## src/rtl/vga_fifo_scan.sv

```systemverilog
// 640x480@60 VGA scan-out: H/V timing, one RGB565 FIFO pop per visible pixel,
// 8:8:8 expansion, per-frame FIFO realign pulse and saturating underflow count.
module vga_fifo_scan #(
    parameter int unsigned H_ACTIVE = 640,
    parameter int unsigned H_FP     = 16,
    parameter int unsigned H_SYNC   = 96,
    parameter int unsigned H_BP     = 48,
    parameter int unsigned V_ACTIVE = 480,
    parameter int unsigned V_FP     = 10,
    parameter int unsigned V_SYNC   = 2,
    parameter int unsigned V_BP     = 33,
    parameter int unsigned CLR_LINE = 481
) (
    input  logic        clk_25m,
    input  logic        rst_n,
    input  logic [15:0] rdfifo_rddb,
    input  logic        rdfifo_empty,
    output logic        rdfifo_rdreq,
    output logic        rdfifo_clr,
    output logic        oHS,
    output logic        oVS,
    output logic        oBLANK_n,
    output logic [7:0]  r_data,
    output logic [7:0]  g_data,
    output logic [7:0]  b_data,
    output logic        frame_start,
    output logic [15:0] underflow_cnt
);

    localparam int unsigned H_TOTAL = H_ACTIVE + H_FP + H_SYNC + H_BP;
    localparam int unsigned V_TOTAL = V_ACTIVE + V_FP + V_SYNC + V_BP;
    localparam int unsigned HW      = $clog2(H_TOTAL);
    localparam int unsigned VW      = $clog2(V_TOTAL);

    localparam logic [HW-1:0] H_LAST = HW'(H_TOTAL - 1);
    localparam logic [HW-1:0] H_ACT  = HW'(H_ACTIVE);
    localparam logic [HW-1:0] HS_BEG = HW'(H_ACTIVE + H_FP);
    localparam logic [HW-1:0] HS_END = HW'(H_ACTIVE + H_FP + H_SYNC - 1);
    localparam logic [VW-1:0] V_LAST = VW'(V_TOTAL - 1);
    localparam logic [VW-1:0] V_ACT  = VW'(V_ACTIVE);
    localparam logic [VW-1:0] VS_BEG = VW'(V_ACTIVE + V_FP);
    localparam logic [VW-1:0] VS_END = VW'(V_ACTIVE + V_FP + V_SYNC - 1);
    localparam logic [VW-1:0] V_CLR  = VW'(CLR_LINE);

    logic [HW-1:0] h_cnt;
    logic [VW-1:0] v_cnt;
    logic          active;
    logic          underflow;

    // Raster position; reset parks it at the first blanking line so the
    // realign line always precedes the first pixel read.
    always_ff @(posedge clk_25m or negedge rst_n) begin
        if (!rst_n) begin
            h_cnt <= '0;
            v_cnt <= V_ACT;
        end else if (h_cnt == H_LAST) begin
            h_cnt <= '0;
            v_cnt <= (v_cnt == V_LAST) ? '0 : v_cnt + VW'(1);
        end else begin
            h_cnt <= h_cnt + HW'(1);
        end
    end

    assign active       = (h_cnt < H_ACT) && (v_cnt < V_ACT);
    assign underflow    = active && rdfifo_empty;
    assign rdfifo_rdreq = active;
    assign rdfifo_clr   = (v_cnt == V_CLR);

    // Output stage, one cycle behind the counters to line up with FIFO data.
    always_ff @(posedge clk_25m or negedge rst_n) begin
        if (!rst_n) begin
            oHS           <= 1'b1;
            oVS           <= 1'b1;
            oBLANK_n      <= 1'b0;
            frame_start   <= 1'b0;
            r_data        <= '0;
            g_data        <= '0;
            b_data        <= '0;
            underflow_cnt <= '0;
        end else begin
            oBLANK_n    <= active;
            oHS         <= !((h_cnt >= HS_BEG) && (h_cnt <= HS_END));
            oVS         <= !((v_cnt >= VS_BEG) && (v_cnt <= VS_END));
            frame_start <= (h_cnt == '0) && (v_cnt == '0);
            if (active && !rdfifo_empty) begin
                r_data <= {rdfifo_rddb[15:11], rdfifo_rddb[15:13]};
                g_data <= {rdfifo_rddb[10:5],  rdfifo_rddb[10:9]};
                b_data <= {rdfifo_rddb[4:0],   rdfifo_rddb[4:2]};
            end else begin
                r_data <= '0;
                g_data <= '0;
                b_data <= '0;
            end
            if (underflow && (underflow_cnt != 16'hFFFF)) begin
                underflow_cnt <= underflow_cnt + 16'd1;
            end
        end
    end

endmodule

```

## config.mk

```make
export PLATFORM = sky130hd
export DESIGN_NAME = vga_fifo_scan
export DESIGN_NICKNAME = d
export VERILOG_FILES = /design/src/rtl/vga_fifo_scan.sv
export SDC_FILE = /design/constraint.sdc
export NUM_CORES = 1
export LEC_CHECK = 0
export BUFFER_PORTS_ARGS = -buffer_cell sky130_fd_sc_hd__buf_2
export CORE_UTILIZATION = 30
export CTS_BUF_LIST = sky130_fd_sc_hd__clkbuf_4 sky130_fd_sc_hd__clkbuf_8
export DETAILED_ROUTE_END_ITERATION = 10
export PLACE_DENSITY = 0.53
export SLEW_MARGIN = 15
export SYNTH_ARGS = -nofsm -noshare
export SYNTH_HDL_FRONTEND = slang
export SYNTH_SLANG_ARGS = --single-unit
```

## constraint.sdc

```tcl
create_clock -name clk_25m -period 2.7 [get_ports clk_25m]
set_clock_uncertainty 0.1 [all_clocks]
set_input_delay 0.27 -clock clk_25m [delete_from_list [all_inputs] [get_ports clk_25m]]
set_output_delay 0.27 -clock clk_25m [all_outputs]
set_load 0.02 [all_outputs]
```

Yosys cells after proc, flatten, opt, wreduce, memory -nomap -nowiden
Cells that the tools add are included.

$add $sub $neg: 3. Magnitude comparators: 6. Eq/ne operators: 4. Multiplexer cells: 5. Reductions and logical operators: 12.

Operator list (number): 8-bit 2-to-1 mux (3); 10-bit by 1-bit adder with 10-bit output, second input constant (2); 10-bit == test, second input constant (2); 10-bit zero test (2); 10-bit 2-to-1 mux (2); 16-bit by 1-bit adder with 16-bit output, second input constant (1); 16-bit inequality test, second input constant (1); 10-bit by 9-bit == test with 1-bit output, second input constant (1); 10-bit greater-or-equal comparator, second input constant (1); 10-bit by 9-bit greater-or-equal comparator with 1-bit output, second input constant (1); 10-bit <= comparator, second input constant (1); 10-bit by 9-bit <= comparator with 1-bit output, second input constant (1); 10-bit less-than comparator, second input constant (1); 10-bit by 9-bit less-than comparator with 1-bit output, second input constant (1); 1-bit logical AND (7); 1-bit zero test (3).

Register bits after elaboration: 64. Output and inout bits: 46. Word-level logic and storage cells: 40.

Depth between registers and ports, before layout
Gate-level depths: netlist of run 1.

Depth after elaboration: 4. Depth in mapped cells: 6. Gate-level depth less buffers: 6.

Worst setup path before layout of run 1
Ideal clock, no wire load.

Path kind: register to register. From: register underflow_cnt[0]. To: register underflow_cnt[1]. Arrival: 1.853 ns. Path slack: 0.622 ns. Stages on the path, launching flop included: 6. Path buffers: 0. Clock period less this slack: 2.078 ns. Cell sequence: dfrtp_1 > ha_1 > nand3_1 > nor4_2 > nor2_1 > mux2_2.

Cells in the longest elaborated chain, start to end: 2. Elaborated cells on any way between the ends: 3. Those cells by class: 1 x add/sub; 1 x eq/ne; 1 x reduce/logical.

Ends and longest elaborated chain: start: declaration (line 27) `output logic [15:0] underflow_cnt`; start signal: assignment (line 95) `underflow_cnt <= underflow_cnt + 16'd1;`; parallel branches: the longest is 2 deep, another holds 16-bit by 1-bit adder with 16-bit output.

Parallel ways; which one is timed is not known. A chain may end at the register's enable or synchronous reset.

Worst setup path in the final report of run 1
From: register h_cnt[0]. To: register v_cnt[7].

Cells in the longest elaborated chain, start to end: 1.

Ends and longest elaborated chain: start: declaration (line 45) `logic [HW-1:0] h_cnt;`; start signal: assignment (line 60) `h_cnt <= h_cnt + HW'(1);`; 10-bit == test (line 56) `end else if (h_cnt == H_LAST) begin`; end signal: assignment (line 58) `v_cnt <= (v_cnt == V_LAST) ? '0 : v_cnt + VW'(1);`; end: declaration (line 46) `logic [VW-1:0] v_cnt;`.

Every way passes these cells.

==> results of run 1 <==
==> synthesized netlist by cell type (all sizes together) (2+ instances only) <==
cell	count
dfrtp	50
xor2	19
and2	17
nand3	14
nor2	13
nand2	12
nand4	10
buf	9
nor3	9
inv	8
nor4	8
o21ai	7
dfstp	6
ha	6
xnor2	5
clkbuf	4
nor2b	4
or4	4
and4	3
nor3b	3
o31ai	3
a41oi	2
and3	2
nand4b	2
o211ai	2
or3	2
==> metrics by stage <==
stage	hold slack [ns]	power (mW)	instance area, um2
2_1_floorplan	-0.126	1.17	2570
3_3_place_gp	0.363	1.29	2970
3_5_place_dp	0.362	1.30	2970
4_1_cts	0.0107	1.78	3060
5_1_grt	0.0254	1.84	3060
6_report	-0.0286	1.75	3060
==> worst max path at each step <==
stage / start / end / slack [ns] / depth (start not counted)
2_1_floorplan: underflow_cnt[0] / underflow_cnt[1] / 0.62 / 5
3_3_place_gp: h_cnt[0] / v_cnt[7] / 0.56 / 5
3_5_place_dp: h_cnt[0] / v_cnt[7] / 0.52 / 5
4_1_cts: h_cnt[0] / v_cnt[7] / 0.49 / 5
5_1_grt: h_cnt[0] / v_cnt[7] / 0.39 / 5
6_report: h_cnt[0] / v_cnt[7] / 0.49 / 5
==> metal layers <==
layer / routed length, um / global-route usage (%) / share of wire [%]
met5: 0 / 0 / 0
met4: 66 / 4.17 / 1.3
met3: 301 / 3.22 / 5.8
met2: 2380 / 19.3 / 46
met1: 2410 / 17.0 / 47
==> logic make-up after synthesis <==
group                    Yosys count
AO/OA/AOI/OAI                     20
XOR/XNOR                          24
adder cells (fa/ha/maj)            6
buffers and inverters             21
flip-flops                        56
multiplexers                       1
AND/OR/NAND/NOR                  105
==> area by class of cell <==
type	instances	area share [%]
clock buffer	6	2.50
clock inverter	2	0.409
inverter	8	0.982
multi-input combinational	156	34.3
sequential	56	46.1
tap	105	4.30
timing repair buffer	68	11.5
==> power breakdown <==
| group | internal [mW] | switching (mW) | total [mW] |
|---|---|---|---|
| Sequential | 0.901 | 0.0793 | 0.980 |
| Clock | 0.193 | 0.283 | 0.476 |
| Combinational | 0.116 | 0.177 | 0.293 |
==> worst register-to-register path, cell delays in order (launching register included) <==
cell	delay [ns]
dfrtp_1	0.42
ha_1	0.24
nand3_2	0.12
or4_4	0.57
or4_1	0.55
xnor2_1	0.15
==> registers in the layout (all words and copies together) (netlist names) <==
| register | cells |
|---|---|
| frame_start | 1 |
| g_data | 6 |
| oVS | 1 |
| oHS | 1 |
| oBLANK_n | 1 |
| h_cnt | 10 |
| b_data | 5 |
| r_data | 5 |
| v_cnt | 10 |
| underflow_cnt | 16 |
==> layout by cell type (no fill, tap or decap), drive strengths merged <==
master and count:
xnor2 5, o31a 1, nand4 10, dfstp 6, o2bb2a 1, a21o 1
xor2 19, nand2 12, nor2b 4, nor3 9, buf 68, a41oi 2
and4 3, clkbuf 6, dfrtp 50, o21ba 1, o31ai 3, nand3 14
clkinvlp 1, and2 17, or4 4, clkinv 1, nor3b 3, and3 2
a22o 1, a211oi 1, or2 1, nor2 13, ha 6, or3 2
nor4b 1, mux2 1, inv 8, o211ai 2, o21ai 7, nor4 8
nand4b 2
==> flow_summary.json, run 1 <==
{
  "status": "complete, but fails checks",
  "violations": "hold timing",
  "cts_setup_buffers": 0,
  "cpPeakStageDelay_ns": 0.57,
  "synth_area_leaders": "dfrtp_1 (49%), xor2_1 (6.5%), dfstp_2 (6.1%), and2_1 (4.1%), ha_1 (2.9%)",
  "slew_headroom_pct": 53.7,
  "num_vias": 1903,
  "synth_top_family_by_area": "simple AND/OR/NAND/NOR gates",
  "rsz0062_at_grt": "no",
  "ir_worst_vdd_mv": 0.184,
  "firstDrtPassIters": 4,
  "arrival_ns": 2.35,
  "setup_viol": 0,
  "tns_ns": 0,
  "dieArea_um2": 8950,
  "maxCapViolCount": 0,
  "layoutNonFillerInstCount": 401,
  "syn_to_final_growth_pct": 18.8,
  "ys_seq_area_share_pct": 54.7,
  "worstMarginPinSlew_ns": 0.689,
  "ios": 65,
  "grt_max_degree": 57,
  "synth_fa_ha_area_share_pct": 2.92,
  "place_ws_ns": 0.519,
  "hp-class": "primary input to async pin",
  "drt-total-wl_mm": 5.16,
  "start_util_pct": 31.2,
  "clkTransAtPathRegs_ns": 0.11,
  "synthFlopType": "dfrtp_1",
  "hold_ws_ns": -0.0286,
  "critPathCaptureType": "flop",
  "cp_slowest_cell": "or4_4",
  "clock.fmax_mhz": 453,
  "dp_hpwl_mm": 3.65,
  "worstPathMaxFanout": 11,
  "r2r_end": "v_cnt[7]",
  "coreArea_um2": 8260,
  "slew_violations": 0,
  "clk_path_buf_depth": 2,
  "p_per_area_nw_per_um2": 572,
  "cts_root_buf": "clkbuf_8",
  "grtUsageTotal_pct": 12.5,
  "synth_compound_area_share_pct": 5.54,
  "synthXorXnorAreaFrac_pct": 8.17,
  "grt_pass1_wl_mm": 8.79,
  "grt_pass1_vias": 1790,
  "synth_top_area_share_pct": 48.6,
  "drc": 0,
  "antenna_found_initial": 0,
  "static-leakage-power_nw": 1.49,
  "rows": 33,
  "vias_per_cell": 4.75,
  "required_ns": 2.84,
  "diodes": 0,
  "portBuffers": 64,
  "drt-wirelength-per-cell_um": 12.9,
  "post-synth-top-area-cell": "dfrtp_1",
  "r2r_start": "h_cnt[0]",
  "synth-async-reset-ratio_pct": 100,
  "syn_nets": 258,
  "die_w_um": 94.6,
  "nFillCells": 851,
  "synth-edff-count": 0,
  "cts_tree": "done",
  "synth_cell_type_count": 40,
  "fin_nets": 320,
  "r2r_setup_slack_ns": 0.49,
  "placed_cells": 393,
  "drive_gt1_share_pct": 30.1,
  "htree_levels": 2,
  "antenna_left": 0,
  "fin_crit_ns": 2.21,
  "syn-cell-area_um2": 2570,
  "finalWorstSetupSlack_ns": 0.494,
  "drt_iter0_drc": 62,
  "cts-resized-gates": 0,
  "cts.sinks": 56,
  "hold_viol": 31,
  "path_buf_inv": 0,
  "cts_hold_buf": 0,
  "worstSetupStartpointType": "flop",
  "post-route-util_pct": 37.0,
  "synth-simple-area-share_pct": 23.7,
  "gp_congestion": 0.753,
  "dieHeight_um": 94.6,
  "post-route-period-util_pct": 81.7,
  "syn_inst": 233,
  "grt-ovfl-total": 0,
  "synth_warnings": 0,
  "multiInputGateArea_um2": 1050,
  "criticalPathCategory": "flop to flop",
  "synth_seq_cells": 56,
  "cp_top_family": "simple AND/OR/NAND/NOR gates",
  "clock_latency_ns": 0.32,
  "worst_r2r_path_depth": 5,
  "muxShareOfSynthArea_pct": 0.438,
  "numCtsBuffers": 5,
  "postSynthAreaPerCell_um2": 11.0,
  "regArea_um2": 1410,
  "path_cells": "ha_1 -> nand3_2 -> or4_4 -> or4_1 -> xnor2_1"
}
Note: power is estimated with default switching activity, not from simulation.
==> run 2: changes to the inputs <==
==> constraint.sdc (replaced) <==
create_clock -name clk_25m -period 2.2 [get_ports clk_25m]
set_clock_uncertainty 0.1 [all_clocks]
set_input_delay 0.22 -clock clk_25m [delete_from_list [all_inputs] [get_ports clk_25m]]
set_output_delay 0.22 -clock clk_25m [all_outputs]
set_load 0.02 [all_outputs]
==> flow_summary.json, run 2 (synthesized netlist as in run 1, its figures left out) <==
{
  "status": "finished clean",
  "antenna_found_initial": 0,
  "clkTransAtPathRegs_ns": 0.11,
  "rsz0062_at_grt": "no",
  "critPathCaptureType": "flop",
  "antenna_left": 0,
  "clock.fmax_mhz": 470,
  "hp-class": "primary input to flop",
  "fin_crit_ns": 2.13,
  "reg_top3": "underflow_cnt (16), h_cnt (10), v_cnt (10)",
  "p_per_area_nw_per_um2": 668,
  "hold_ws_ns": 0.0124,
  "grtUsageTotal_pct": 12.3,
  "required_ns": 2.34,
  "cts_setup_buffers": 0,
  "post-route-period-util_pct": 96.6,
  "cts_root_buf": "clkbuf_8",
  "rows": 33,
  "die_w_um": 94.6,
  "vias_per_cell": 4.73,
  "drt-total-wl_mm": 5.20,
  "drc": 0,
  "portBuffers": 64,
  "cp_slowest_cell": "or4_4",
  "drt_iter0_drc": 67,
  "largest_reg_flops": 16,
  "grt_pass1_wl_mm": 8.65,
  "criticalPathCategory": "flop to flop",
  "clk_path_buf_depth": 2,
  "numCtsBuffers": 5,
  "dieHeight_um": 94.6,
  "grt_max_degree": 57,
  "path_buf_inv": 0,
  "fin_nets": 336,
  "slew_violations": 0,
  "setup_viol": 0,
  "clock_latency_ns": 0.31,
  "ir_worst_vdd_mv": 0.285,
  "hold_viol": 0,
  "coreArea_um2": 8260,
  "cts.sinks": 56,
  "dieArea_um2": 8950,
  "slew_headroom_pct": 67.7,
  "start_util_pct": 31.2,
  "grt_pass1_vias": 1812,
  "diodes": 0,
  "dp_hpwl_mm": 3.69,
  "num_vias": 1974,
  "largest-register": "underflow_cnt",
  "syn_to_final_growth_pct": 25.1,
  "grt-ovfl-total": 0,
  "firstDrtPassIters": 4,
  "tns_ns": 0,
  "worstSetupStartpointType": "flop",
  "ios": 65,
  "arrival_ns": 2.27,
  "cpPeakStageDelay_ns": 0.57,
  "htree_levels": 2,
  "cp_top_family": "simple AND/OR/NAND/NOR gates",
  "worstMarginPinSlew_ns": 0.480,
  "static-leakage-power_nw": 1.56,
  "cts_tree": "done",
  "path_cells": "ha_4 -> nand3_2 -> or4_4 -> or4_1 -> xnor2_1",
  "final_cell_mix": "buf_2 (64), dfrtp_1 (50), xor2_1 (19), and2_1 (17)",
  "gp_congestion": 0.800,
  "layout_commonest_cell": "buf_2",
  "maxCapViolCount": 0,
  "worstPathMaxFanout": 6,
  "drt-wirelength-per-cell_um": 12.5,
  "drive_gt1_share_pct": 32.1
}
## run 2: through the flow
stage	total power [mW]	utilization [%]	area (um2)	setup WS, ns	instances
finish	2.15	39.0	3220	0.0740	417
global route	2.28	39.0	3220	0.0133	417
CTS	2.19	38.5	3180	0.0347	414
detailed placement	1.59	36.9	3050	0.0587	402
global placement	1.59	36.9	3050	0.109	402
floorplan	1.43	-	2570	0.122	233
## run 2: power breakdown
part | internal (mW) | total (mW) | switching [mW]
clock network | 0.227 | 0.583 | 0.356
registers | 1.11 | 1.20 | 0.0935
logic | 0.152 | 0.370 | 0.219
total | 1.48 | 2.15 | 0.668
## run 2: repair_timing
action                                 CTS  global route
resized for setup                        0             2
endpoints found under the hold margin   53             2
setup endpoints to repair                0             2
hold buffers                             4             2
## run 2: final timing paths
check                                  start  slack, ns  cells past startpoint           endpoint
setup / recovery                    h_cnt[1]       0.07                      5           v_cnt[7]
hold / removal                rdfifo_rddb[9]       0.01                      2          g_data[6]
setup reg to reg                    h_cnt[1]       0.07                      5           v_cnt[7]
hold reg to reg            underflow_cnt[15]       0.41                      1  underflow_cnt[15]
max in group asynchronous              rst_n       1.36                      3           v_cnt[5]
min in group asynchronous              rst_n       0.30                      3           h_cnt[5]
## run 2: per-layer routing
metal  vias up  share of wire [%]  global-route usage [%]
met5         -                  0                       0
met1       946                 49                    17.0
met3         7                4.9                    2.98
li1        970                  -                       -
met2        51                 45                    19.3
met4         0               0.89                    3.41
## run 2: worst register-to-register path, cell delays in order (launching register included)
cell     delay [ns]
dfrtp_1        0.44
ha_4           0.17
nand3_2        0.09
or4_4          0.57
or4_1          0.54
xnor2_1        0.15
## run 2: area by class of cell
type                       count  area (um2)
inverter                       8        30.0
tap                          105         131
clock inverter                 3        21.3
timing repair buffer          83         490
sequential                    56        1410
clock buffer                   5        68.8
fill                         830        5040
multi-input combinational    157        1070
==> run 3: changes to the inputs <==
--- a/config.mk
+++ b/config.mk
@@ -7,8 +7,9 @@
 export LEC_CHECK = 0
 export BUFFER_PORTS_ARGS = -buffer_cell sky130_fd_sc_hd__buf_2
 export CORE_UTILIZATION = 30
-export CTS_BUF_LIST = sky130_fd_sc_hd__clkbuf_4 sky130_fd_sc_hd__clkbuf_8
+export CTS_BUF_LIST = sky130_fd_sc_hd__clkbuf_4
 export DETAILED_ROUTE_END_ITERATION = 10
+export MAX_ROUTING_LAYER = met4
 export PLACE_DENSITY = 0.53
 export SLEW_MARGIN = 15
 export SYNTH_ARGS = -nofsm -noshare
==> flow_summary.json, run 3 (synthesized netlist as in run 1, its figures left out) <==
{
  "ios": 65,
  "antenna_found_initial": 0,
  "cts_tree": "done",
  "final_cell_mix": "buf_2 (64), dfrtp_1 (50), xor2_1 (19), and2_1 (17), dlygate4sd3_1 (17)",
  "maxCapViolCount": 0,
  "clk_path_buf_depth": 2,
  "drc": 0,
  "antenna_left": 0,
  "slew_headroom_pct": 68.6,
  "num_vias": 2044,
  "gp_congestion": 0.812,
  "p_clk_share_pct": 23.2,
  "post-route-period-util_pct": 97.4,
  "place_ws_ns": 0.0587,
  "dieHeight_um": 94.6,
  "clock.fmax_mhz": 467,
  "cts.sinks": 56,
  "setup_viol": 0,
  "cts_root_buf": "clkbuf_4",
  "largest_reg_flops": 16,
  "grt-ovfl-total": 0,
  "grt_pass1_vias": 1908,
  "holdPathStages": 4,
  "cp.depth": 5,
  "switching_share_pct": 32.3,
  "worstSetupStartpointType": "flop",
  "post-route-util_pct": 40.1,
  "clkTransAtPathRegs_ns": 0.18,
  "cpPeakStageDelay_ns": 0.57,
  "finalWorstSetupSlack_ns": 0.0571,
  "power_frac_seq_pct": 58.1,
  "syn_to_final_growth_pct": 28.8,
  "rows": 33,
  "required_ns": 2.43,
  "combPwrFrac_pct": 18.7,
  "grt_pass1_wl_mm": 8.96,
  "arrival_ns": 2.38,
  "p_per_area_nw_per_um2": 623,
  "ir_worst_vdd_mv": 0.260,
  "fin_crit_ns": 2.14,
  "drt_iter0_drc": 75,
  "reg_top3": "underflow_cnt (16), h_cnt (10), v_cnt (10)",
  "static-leakage-power_nw": 1.60,
  "grtUsageTotal_pct": 13.3,
  "coreArea_um2": 8260,
  "hold_viol": 0,
  "cp_slowest_cell": "or4_4",
  "firstDrtPassIters": 4,
  "dieArea_um2": 8950,
  "drt-total-wl_mm": 5.43,
  "vias_per_cell": 4.75,
  "drive_gt1_share_pct": 31.4,
  "tns_ns": 0,
  "status": "finished clean",
  "worstPathMaxFanout": 6,
  "post-route-cell-area_um2": 3310,
  "worstMarginPinSlew_ns": 0.467,
  "p_switching_uw": 668,
  "layout_commonest_cell": "buf_2",
  "postPlaceCellArea_um2": 3050,
  "slew_violations": 0,
  "dp_hpwl_mm": 3.69,
  "critPathCaptureType": "flop",
  "path_cells": "ha_4 -> nand3_2 -> or4_4 -> or4_1 -> xnor2_1",
  "diodes": 0,
  "numCtsBuffers": 5,
  "cp_top_family": "simple AND/OR/NAND/NOR gates",
  "hold_ws_ns": 0.194,
  "nFillCells": 832,
  "largest-register": "underflow_cnt",
  "start_util_pct": 31.2,
  "clock_latency_ns": 0.39,
  "hp-class": "primary input to flop",
  "htree_levels": 2,
  "path_buf_inv": 0,
  "fin_nets": 349,
  "die_w_um": 94.6,
  "criticalPathCategory": "flop to flop",
  "rsz0062_at_grt": "no",
  "worst_r2r_path_depth": 5,
  "grt_max_degree": 57,
  "portBuffers": 64,
  "intPower_mw": 1.40,
  "drt-wirelength-per-cell_um": 12.6
}
run 3: cell count changes in the layout (fill, tap and decap cells not counted):
cell,delta
buf_4,+2
clkbuf_8,-5
dlygate4sd3_1,+11
clkbuf_4,+5
run 3: worst paths after layout:
check | startpoint | endpoint | slack [ns]
min in group asynchronous | rst_n | h_cnt[5] | 0.20
max in group asynchronous | rst_n | v_cnt[7] | 1.46
max reg2reg | h_cnt[1] | v_cnt[7] | 0.06
max | h_cnt[1] | v_cnt[7] | 0.06
min | rdfifo_empty | r_data[6] | 0.19
min reg2reg | underflow_cnt[15] | underflow_cnt[15] | 0.41
run 3: metrics by stage:
| stage | cells | total power, mW |
|---|---|---|
| floorplan | 233 | 1.43 |
| global placement | 402 | 1.59 |
| detailed placement | 402 | 1.59 |
| CTS | 429 | 2.11 |
| global route | 430 | 2.19 |
| finish | 430 | 2.07 |
run 3: layout make-up:
type,count,area [um2],area share [%]
Sequential cell,56,1410,42.5
Multi-Input combinational cell,157,1070,32.3
Timing Repair Buffer,96,616,18.6
Tap cell,105,131,3.96
Clock buffer,5,37.5,1.13
Inverter,8,30.0,0.906
Clock inverter,3,21.3,0.642
run 3: tightest hold or removal path: stages:
cell	delay (ns)
buf_2	0.09
nor3_1	0.04
buf_4	0.17
and2_1	0.16
run 3: timing repair:
action / CTS / global route
pin swaps: 1 / 1
hold endpoints to repair: 72 / 0
setup endpoints to repair: 1 / 2
buffers inserted: 2 / 0
hold buffers: 17 / 0
gates cloned: 0 / 1
resized for setup: 0 / 2
run 3: power by group through the flow:
stage	sequential, mW	clock (mW)	combinational [mW]
after floorplan	1.30	0	0.134
after global placement	1.22	0	0.369
after detailed placement	1.22	0	0.369
after CTS	1.20	0.511	0.394
after global routing	1.22	0.542	0.430
final	1.20	0.479	0.387
run 3: per-layer routing:
layer / up-vias / wire length, um / part of all wire [%] / GRT usage (%)
met1: 991 / 2610 / 48 / 17.1
met5: - / 0 / 0 / -
li1: 997 / - / - / -
met4: 0 / 68 / 1.3 / 4.55
met2: 49 / 2520 / 46 / 20.4
met3: 7 / 230 / 4.2 / 2.98
